### config.mk
export PLATFORM = sky130hd
export DESIGN_NAME = conv_stream_driver_flat
export DESIGN_NICKNAME = d
export VERILOG_FILES = /design/src/rtl/conv_stream_driver_if.sv /design/src/rtl/conv_stream_driver.sv /design/src/flat_wrapper.sv
export SDC_FILE = /design/constraint.sdc
export NUM_CORES = 2
export LEC_CHECK = 0
export ABC_AREA = 0
export BUFFER_PORTS_ARGS = -buffer_cell sky130_fd_sc_hd__buf_2
export CAP_MARGIN = 20
export CORE_UTILIZATION = 25
export DETAILED_ROUTE_END_ITERATION = 12
export MAX_ROUTING_LAYER = met4
export SLEW_MARGIN = 10
export SYNTH_ARGS = -nofsm -noshare
export SYNTH_HDL_FRONTEND = slang
export SYNTH_SLANG_ARGS = --single-unit
### constraint.sdc
create_clock -name clk -period 3.36 [get_ports clk]
set_clock_uncertainty 0.1 [all_clocks]
set_input_delay 0.504 -clock clk [delete_from_list [all_inputs] [get_ports clk]]
set_output_delay 0.504 -clock clk [all_outputs]
set_load 0.005 [all_outputs]
### src/rtl/conv_stream_driver_if.sv
// rtl/conv_stream_driver_if.sv - engine-side stream bundle between driver and convolution engine
interface conv_stream_driver_if #(
    parameter int IFM_W = 16,
    parameter int OFM_W = 36
);
    logic             in_valid;
    logic             weight_valid;
    logic [IFM_W-1:0] In_IFM_1;
    logic [IFM_W-1:0] In_Weight_1;
    logic             out_valid;
    logic [OFM_W-1:0] Out_OFM;

    // driver side: sends IFM/weight beats, receives result beats
    modport master (
        output in_valid, weight_valid, In_IFM_1, In_Weight_1,
        input  out_valid, Out_OFM
    );

    // engine side
    modport slave (
        input  in_valid, weight_valid, In_IFM_1, In_Weight_1,
        output out_valid, Out_OFM
    );
endinterface

### src/rtl/conv_stream_driver.sv
// rtl/conv_stream_driver.sv - host-side frame loader, streamer and result capture for the conv engine
module conv_stream_driver #(
    parameter int IFM_W   = 16,
    parameter int OFM_W   = 36,
    parameter int IFM_N   = 49,
    parameter int WGT_N   = 9,
    parameter int OFM_N   = 25,
    parameter int TIMEOUT = 63
) (
    input  logic             clk,
    input  logic             rst_n,
    input  logic             wr_en,
    input  logic             wr_sel,
    input  logic [5:0]       wr_addr,
    input  logic [IFM_W-1:0] wr_data,
    input  logic             start,
    output logic             busy,
    output logic             done,
    output logic             err,
    input  logic [4:0]       rd_addr,
    output logic [OFM_W-1:0] rd_data,
    conv_stream_driver_if.master eng
);

    localparam logic [5:0] IFM_LIM   = 6'(IFM_N);
    localparam logic [5:0] WGT_LIM   = 6'(WGT_N);
    localparam logic [5:0] BEAT_LAST = 6'(IFM_N - 1);
    localparam logic [4:0] RES_LIM   = 5'(OFM_N);
    localparam logic [5:0] TMO       = 6'(TIMEOUT);

    typedef enum logic [2:0] {S_IDLE, S_SEND, S_WAIT, S_RECV, S_DONE} state_t;

    state_t           state;
    logic [IFM_W-1:0] ifm [IFM_N];
    logic [IFM_W-1:0] wgt [WGT_N];
    logic [OFM_W-1:0] res [OFM_N];

    logic [5:0]       beat;
    logic [5:0]       beat_nxt;
    logic [4:0]       index;
    logic [5:0]       timer;
    logic             in_valid_q;
    logic             weight_valid_q;
    logic [IFM_W-1:0] ifm_q;
    logic [IFM_W-1:0] wgt_q;
    logic             res_we;
    logic [4:0]       res_wa;

    assign eng.in_valid     = in_valid_q;
    assign eng.weight_valid = weight_valid_q;
    assign eng.In_IFM_1     = ifm_q;
    assign eng.In_Weight_1  = wgt_q;

    // beat counter tracks the beat currently on the bus; the first SEND cycle puts beat 0 up
    always_comb begin
        beat_nxt = in_valid_q ? beat + 6'd1 : 6'd0;
    end

    // result capture: first word lands in WAIT at res[0], the rest in RECV until 25 are held
    always_comb begin
        res_we = 1'b0;
        res_wa = index;
        if (state == S_WAIT && eng.out_valid) begin
            res_we = 1'b1;
            res_wa = 5'd0;
        end else if (state == S_RECV && eng.out_valid && index < RES_LIM) begin
            res_we = 1'b1;
        end
    end

    // host write port into the IFM and weight buffers, idle only, out-of-range addresses dropped
    always_ff @(posedge clk or negedge rst_n) begin
        if (!rst_n) begin
            for (int i = 0; i < IFM_N; i++) ifm[i] <= '0;
            for (int i = 0; i < WGT_N; i++) wgt[i] <= '0;
        end else if (wr_en && state == S_IDLE) begin
            if (!wr_sel && wr_addr < IFM_LIM) begin
                ifm[wr_addr] <= wr_data;
            end else if (wr_sel && wr_addr < WGT_LIM) begin
                wgt[wr_addr[3:0]] <= wr_data;
            end
        end
    end

    // result buffer; words not written by a frame keep their old values
    always_ff @(posedge clk or negedge rst_n) begin
        if (!rst_n) begin
            for (int i = 0; i < OFM_N; i++) res[i] <= '0;
        end else if (res_we) begin
            res[res_wa] <= eng.Out_OFM;
        end
    end

    // registered read port, addresses past the buffer read as zero
    always_ff @(posedge clk or negedge rst_n) begin
        if (!rst_n) begin
            rd_data <= '0;
        end else begin
            rd_data <= (rd_addr < RES_LIM) ? res[rd_addr] : '0;
        end
    end

    // frame sequencer: send 49 beats, wait for the result burst, collect it, pulse done
    always_ff @(posedge clk or negedge rst_n) begin
        if (!rst_n) begin
            state          <= S_IDLE;
            beat           <= '0;
            index          <= '0;
            timer          <= '0;
            busy           <= 1'b0;
            done           <= 1'b0;
            err            <= 1'b0;
            in_valid_q     <= 1'b0;
            weight_valid_q <= 1'b0;
            ifm_q          <= '0;
            wgt_q          <= '0;
        end else begin
            case (state)
                S_IDLE: begin
                    if (start) begin
                        state <= S_SEND;
                        busy  <= 1'b1;
                        err   <= 1'b0;
                        beat  <= '0;
                        index <= '0;
                    end
                end
                S_SEND: begin
                    if (in_valid_q && beat == BEAT_LAST) begin
                        in_valid_q     <= 1'b0;
                        weight_valid_q <= 1'b0;
                        ifm_q          <= '0;
                        wgt_q          <= '0;
                        timer          <= '0;
                        state          <= S_WAIT;
                    end else begin
                        beat       <= beat_nxt;
                        in_valid_q <= 1'b1;
                        ifm_q      <= ifm[beat_nxt];
                        if (beat_nxt < WGT_LIM) begin
                            weight_valid_q <= 1'b1;
                            wgt_q          <= wgt[beat_nxt[3:0]];
                        end else begin
                            weight_valid_q <= 1'b0;
                            wgt_q          <= '0;
                        end
                    end
                end
                S_WAIT: begin
                    if (eng.out_valid) begin
                        index <= 5'd1;
                        state <= S_RECV;
                    end else if (timer == TMO) begin
                        err   <= 1'b1;
                        done  <= 1'b1;
                        busy  <= 1'b0;
                        state <= S_DONE;
                    end else begin
                        timer <= timer + 6'd1;
                    end
                end
                S_RECV: begin
                    if (index == RES_LIM) begin
                        done  <= 1'b1;
                        busy  <= 1'b0;
                        state <= S_DONE;
                    end else if (eng.out_valid) begin
                        index <= index + 5'd1;
                    end else begin
                        err   <= 1'b1;
                        done  <= 1'b1;
                        busy  <= 1'b0;
                        state <= S_DONE;
                    end
                end
                S_DONE: begin
                    done  <= 1'b0;
                    state <= S_IDLE;
                end
                default: begin
                    state <= S_IDLE;
                end
            endcase
        end
    end

endmodule

### src/flat_wrapper.sv
// flat-port wrapper written by rule: the top's interface ports become plain ports
module conv_stream_driver_flat 
#(
    parameter int IFM_W   = 16,
    parameter int OFM_W   = 36,
    parameter int IFM_N   = 49,
    parameter int WGT_N   = 9,
    parameter int OFM_N   = 25,
    parameter int TIMEOUT = 63
)
  (clk, rst_n, wr_en, wr_sel, wr_addr, wr_data, start, busy, done, err, rd_addr, rd_data, eng_in_valid, eng_weight_valid, eng_In_IFM_1, eng_In_Weight_1, eng_out_valid, eng_Out_OFM);
  conv_stream_driver_if #(.IFM_W(IFM_W), .OFM_W(OFM_W)) eng_i ();
  input  logic clk;
  input  logic rst_n;
  input  logic wr_en;
  input  logic wr_sel;
  input  logic [5:0] wr_addr;
  input  logic [IFM_W-1:0] wr_data;
  input  logic start;
  output logic busy;
  output logic done;
  output logic err;
  input  logic [4:0] rd_addr;
  output logic [OFM_W-1:0] rd_data;
  output wire logic [$bits(eng_i.in_valid)-1:0] eng_in_valid;
  output wire logic [$bits(eng_i.weight_valid)-1:0] eng_weight_valid;
  output wire logic [$bits(eng_i.In_IFM_1)-1:0] eng_In_IFM_1;
  output wire logic [$bits(eng_i.In_Weight_1)-1:0] eng_In_Weight_1;
  input wire logic [$bits(eng_i.out_valid)-1:0] eng_out_valid;
  input wire logic [$bits(eng_i.Out_OFM)-1:0] eng_Out_OFM;
  assign eng_in_valid = eng_i.in_valid;
  assign eng_weight_valid = eng_i.weight_valid;
  assign eng_In_IFM_1 = eng_i.In_IFM_1;
  assign eng_In_Weight_1 = eng_i.In_Weight_1;
  assign eng_i.out_valid = eng_out_valid;
  assign eng_i.Out_OFM = eng_Out_OFM;
  conv_stream_driver #(.IFM_W(IFM_W), .OFM_W(OFM_W), .IFM_N(IFM_N), .WGT_N(WGT_N), .OFM_N(OFM_N), .TIMEOUT(TIMEOUT)) u_core (.clk(clk), .rst_n(rst_n), .wr_en(wr_en), .wr_sel(wr_sel), .wr_addr(wr_addr), .wr_data(wr_data), .start(start), .busy(busy), .done(done), .err(err), .rd_addr(rd_addr), .rd_data(rd_data), .eng(eng_i));
endmodule
# Word level (Yosys, flattened, before mapping)
# Index checks and enable logic that the tools add are counted.
# classes
mux,62
n_eq_ne,19
bitwise,7
reduce_logical,25
n_lt_le_gt_ge,14
n_addsub,3
# op_table
operator,count
bitwise mux 900 bit,1
bitwise mux 784 bit,1
binary-select mux 36 bit (select 5 bit),1
demux 36 bit (select 5 bit),1
bitwise mux 144 bit,1
2-to-1 mux 16 bit,9
2-to-1 mux 36 bit,4
binary-select mux 16 bit (select 6 bit),1
demux 16 bit (select 6 bit),1
binary-select mux 16 bit (select 4 bit),1
demux 16 bit (select 4 bit),1
2-to-1 mux 6 bit,6
2-to-1 mux 5 bit,5
one-hot mux 6 bit (2 select lines),2
2-to-1 mux 3 bit,6
"inequality test 2 bit, second input constant",9
2-to-1 mux 1 bit,16
one-hot mux 5 bit (3 select lines),1
"greater-or-equal comparator 7 bit, second input constant",2
NOT 6 -> 7 bit,2
"adder 6 x 1 -> 6 bit, second input constant",2
"equality test 6 bit, second input constant",2
"greater-or-equal comparator 6 bit, second input constant",2
"< comparator 6 x 4 -> 1 bit, second input constant",2
other kinds (28),51
# word_totals
output_inout_bits,73
ff_bits,1921
elab_cells,225
in_bits,69

# Logic depth before layout (Yosys ltp)
# logic_depth
ltp_word,9
depth_mapped,15

# Worst setup path after synthesis
# No wires, ideal clock.
# synth_timing
path_kind,register to register
startpoint,register u_core.beat[0]
endpoint,register u_core.ifm_q[4] (netlist: u_core.eng.In_IFM_1[4])
required_ns,3.128
synth_period_minus_slack_ns,3.341
n_path_buf,7
setup_slack_ns,0.019
stages_incl_launch_ff,16
arrival_time_ns,3.109
cell_sequence,dfrtp_1 > buf_2 > inv_1 > buf_2 > clkbuf_1 > buf_2 > ha_1 > buf_2 > and2_1 > clkbuf_1 > clkbuf_1 > mux4_2 > a21oi_1 > o21ai_0 > o311ai_0 > a2bb2oi_1
# synth_via
elab_chain_cells,7
elab_cells_between_ends,9
classes_between,1 x add/sub; 1 x eq/ne; 5 x mux; 1 x bitwise; 1 x reduce/logical
# synth_lines
element,line,rtl
"start, declared",conv_stream_driver.sv:38,logic [5:0] beat;
"start signal, assigned",conv_stream_driver.sv:137,beat <= beat_nxt;
adder 6 x 1 -> 6 bit,conv_stream_driver.sv:56,beat_nxt = in_valid_q ? beat + 6'd1 : 6'd0;
2-to-1 mux 6 bit,conv_stream_driver.sv:56,
NOT 6 -> 7 bit (not written as such),conv_stream_driver.sv:139,ifm_q <= ifm[beat_nxt];
binary-select mux 16 bit (select 6 bit),conv_stream_driver.sv:139,
2-to-1 mux 16 bit (not written as such) (2 in series),conv_stream_driver.sv:139,
2-to-1 mux 16 bit (*),conv_stream_driver.sv:129,if (in_valid_q && beat == BEAT_LAST) begin
"end signal, assigned",conv_stream_driver.sv:139,
"end, declared",conv_stream_driver.sv:44,logic [IFM_W-1:0] ifm_q;
# Every way passes the cells marked *; elsewhere a longest branch is shown, timed or not. The select of a mux whose other input is x is not followed.
# A chain may end at the register's enable or synchronous reset.

# Worst setup path after layout
# Ends and elaborated chain as after synthesis.

==> reports/summary.txt <==
RR Endpoint -> u_core.eng.In_IFM_1[4]
status -> complete, no violations
dominant cells by area after synthesis -> dfrtp_1 (55%), mux2_2 (24%), mux4_2 (8.1%), mux2i_1 (2.7%), clkbuf_1 (1.4%)
Post-Synthesis Cell Area -> 87540 um2
Pins Over Slew Limit -> 0
register area share after synthesis -> 0.5491
Remaining DRCs -> 0
CP Max Fanout -> 33
RSZ-0062 raised after global routing -> no
Final #Nets -> 6120
PortBufs -> 141
Longest Clk Path Bufs -> 4
Hold Fails Final Rpt -> 0
# clock sinks -> 1921
H-tree levels -> 4
I/O pin total -> 142
CP Cell Sequence -> ha_1 -> buf_4 -> xnor2_2 -> buf_4 -> o21ai_0 -> buf_4 -> a221oi_1 -> buf_4 -> nor2_1 -> a2bb2oi_1
root buf cell -> clkbuf_16
Period Utilization, post-route -> 0.9838
maximum vdd drop -> 0.7535 mV
number of buffers created by CTS -> 195
most frequent cell after synthesis -> dfrtp_1
Post-synth EDFFs -> 0
Max Cap Viol -> 0
Primary FF master, synth -> dfrtp_1
Avg Cell Area, Syn -> 14.62 um2
startpoint types -> flop
initial antenna violation count -> 29
Synth top area share -> 0.5491
Die X -> 593.8 um
CP peak stage delay -> 0.55 ns
Die H -> 593.8 um
final number of setup-violating endpoints -> 0
Starting Density -> 0.2521
syn_nets -> 6063
Tightest Hold Check Type -> in2async
number of global-route vias before repair -> 56330
GRT Util Overall -> 0.1450
global-route wire length before repair -> 381100 um
core footprint -> 347300 um2
Tmin final -> 3.306 ns
Vias -> 53070
Pleak -> 47.79 nW
clock slew at reported path FFs -> 0.07 ns
slew margin rel. -> 0.2272
Finished Cell Area -> 101400 um2
gpl congestion -> 0.8989
required time worst endpoint -> 4.03 ns
Place WS -> -0.08294 ns
fmax -> 0.3025 GHz
ys async rst share -> 1.000
dpl cell area -> 94860 um2
Critical Path End Type -> flop
TritonCTS clock tree -> done
Clock Latency Late Sink -> 0.87 ns
WL final -> 252800 um
commonest cells in the netlist -> dfrtp_1 (1921), mux2_2 (1854), clkbuf_1 (334), mux4_2 (316), mux2i_1 (237)
Synth area leader -> dfrtp_1
CP Class -> reg2reg
hpwl dp -> 153700 um
DRT antenna net count -> 0
First DRT Iteration DRCs -> 4058
Yosys cell types -> 69
pwr/cell area -> 640.7 nW/um2
layout cell share with drive strength beyond 1 -> 0.4825
Yosys reg bits -> 1921
most frequent CP cell -> buf_4
R2R setup slack -> 0.05 ns
Gate Count Post-Synth -> 5989
largest net degree at the start of global routing -> 153
Via density -> 4.923
Wirelength per Cell -> 23.45 um
gr ovfl total -> 0
Slew @ Worst Pin -> 1.159 ns
drt pass-1 iters -> 6
launch point of the worst reg-to-reg path -> u_core.beat[0]
Power, Total -> 65.00 mW
Core Util, Final -> 0.2921
Ys Warns -> 0
Rows -> 216
synthesis-to-finish area growth -> 15.88%
R2R cell count -> 10
crit path max-delay cell type -> dfrtp_4
Setup Fix Bufs, Post-CTS -> 0
Setup WS post-layout -> 0.05442 ns
Die Footprint -> 352500 um2
Worst Path Arrival -> 3.98 ns
per-layer routing:
layer,GRT usage,vias to the layer above,part of all wire
li1,-,22310,-
met1,0.1927,28800,0.44
met2,0.2287,1545,0.47
met3,0.02483,413,0.055
met4,0.03800,0,0.028
met5,-,-,0
logic make-up (layout without fill, tap and decap cells):
| kind of cell | Yosys count | in the layout | synth area share |
|---|---|---|---|
| AO/OA/AOI/OAI | 562 | 562 | 0.04395 |
| XOR/XNOR | 5 | 5 | 0.0005861 |
| adder cells (fa/ha/maj) | 5 | 5 | 0.0007146 |
| buffers and inverters | 562 | 761 | 0.02731 |
| flip-flops | 1921 | 1921 | 0.5491 |
| multiplexers | 2437 | 2437 | 0.3507 |
| other | 0 | 13 | 0 |
| AND/OR/NAND/NOR | 497 | 497 | 0.02758 |
cells in the final DEF, fill, tap and decap left out, types with 13 or more instances in the layout:
master / count
a21oi_1: 73
mux2i_1: 234
nor2_1: 99
a211oi_1: 20
o21a_1: 16
clkbuf_16: 199
a22o_1: 18
clkbuf_8: 45
buf_2: 135
o21ai_0: 113
o211ai_1: 29
buf_12: 73
nand2b_1: 20
a2bb2oi_1: 15
nor3_1: 19
o31ai_1: 20
clkinv_2: 25
mux4_2: 316
clkbuf_1: 39
a22oi_1: 16
mux2_2: 1853
nand2_1: 156
diode_2: 13
a221o_1: 16
o22ai_1: 114
a221oi_1: 43
mux2_1: 30
bufinv_16: 17
nand3_1: 76
o221a_2: 15
buf_4: 201
nor2_2: 31
dfrtp_1: 1919
o221ai_1: 15
what timing repair did:
action / in CTS / in global routing
hold endpoints to repair: 516 / 0
gates resized for setup: 2 / 4
endpoints found under the setup margin: 2 / 4
hold buffers: 3 / 0
cloned: 0 / 0
final cells by class:
type                    count  area [um2]
flip-flops and latches   1921       48080
repair buffers            416        3745
diodes                     13       32.53
fillers                 34580      245800
clock inverters            56       759.5
inverters                   6       27.53
multi-input cells        3506       37330
well taps                4578        5728
clock buffers             283        5746
stage by stage:
| stage | setup TNS (ns) | hold slack [ns] | std cells |
|---|---|---|---|
| 4_1_cts | 0 | 0.005531 | 10770 |
| 3_5_place_dp | -0.08294 | 0.3245 | 10420 |
| 5_1_grt | 0 | 0.03398 | 10780 |
| 2_1_floorplan | 0 | 0.1084 | 5989 |
| 3_3_place_gp | -0.06926 | 0.3250 | 10420 |
| 6_report | 0 | 0.06773 | 10780 |
critical path: cells and delay by family (launching register included):
kind / cells / cell delay [ns]
xor gates and xnor gates: 1 / 0.19
AOI/OAI and AO/OA: 3 / 0.90
and+or+nand+nor: 1 / 0.05
adders and majority gates: 1 / 0.31
buffers and inverters: 4 / 1.08
DFF: 1 / 0.55
power by group:
part / leakage [nW] / switching, mW / internal (mW) / total [mW]
combinational: 18.0 / 9.61 / 6.55 / 16.2
sequential: 26.6 / 1.26 / 25.1 / 26.4
clock: 3.19 / 9.32 / 13.1 / 22.5
worst max-delay path by stage:
stage | start | end | depth (start not counted)
after global routing | u_core.beat[0] | u_core.eng.In_IFM_1[4] | 10
after floorplan | u_core.beat[0] | u_core.eng.In_IFM_1[4] | 15
after global placement | u_core.beat[0] | u_core.eng.In_IFM_1[11] | 8
after detailed placement | u_core.beat[0] | u_core.eng.In_IFM_1[11] | 8
after CTS | u_core.beat[0] | u_core.eng.In_IFM_1[4] | 10
final | u_core.beat[0] | u_core.eng.In_IFM_1[4] | 10
flip-flops by register name, indices dropped and copies added, names as in the netlist, 6 cells and up:
signal                  flops
u_core.res                900
u_core.ifm                784
u_core.wgt                144
u_core.rd_data             36
u_core.eng.In_IFM_1        16
u_core.eng.In_Weight_1     16
u_core.beat                 6
u_core.timer                6
No activity file was read; power rests on OpenSTA's default activity.
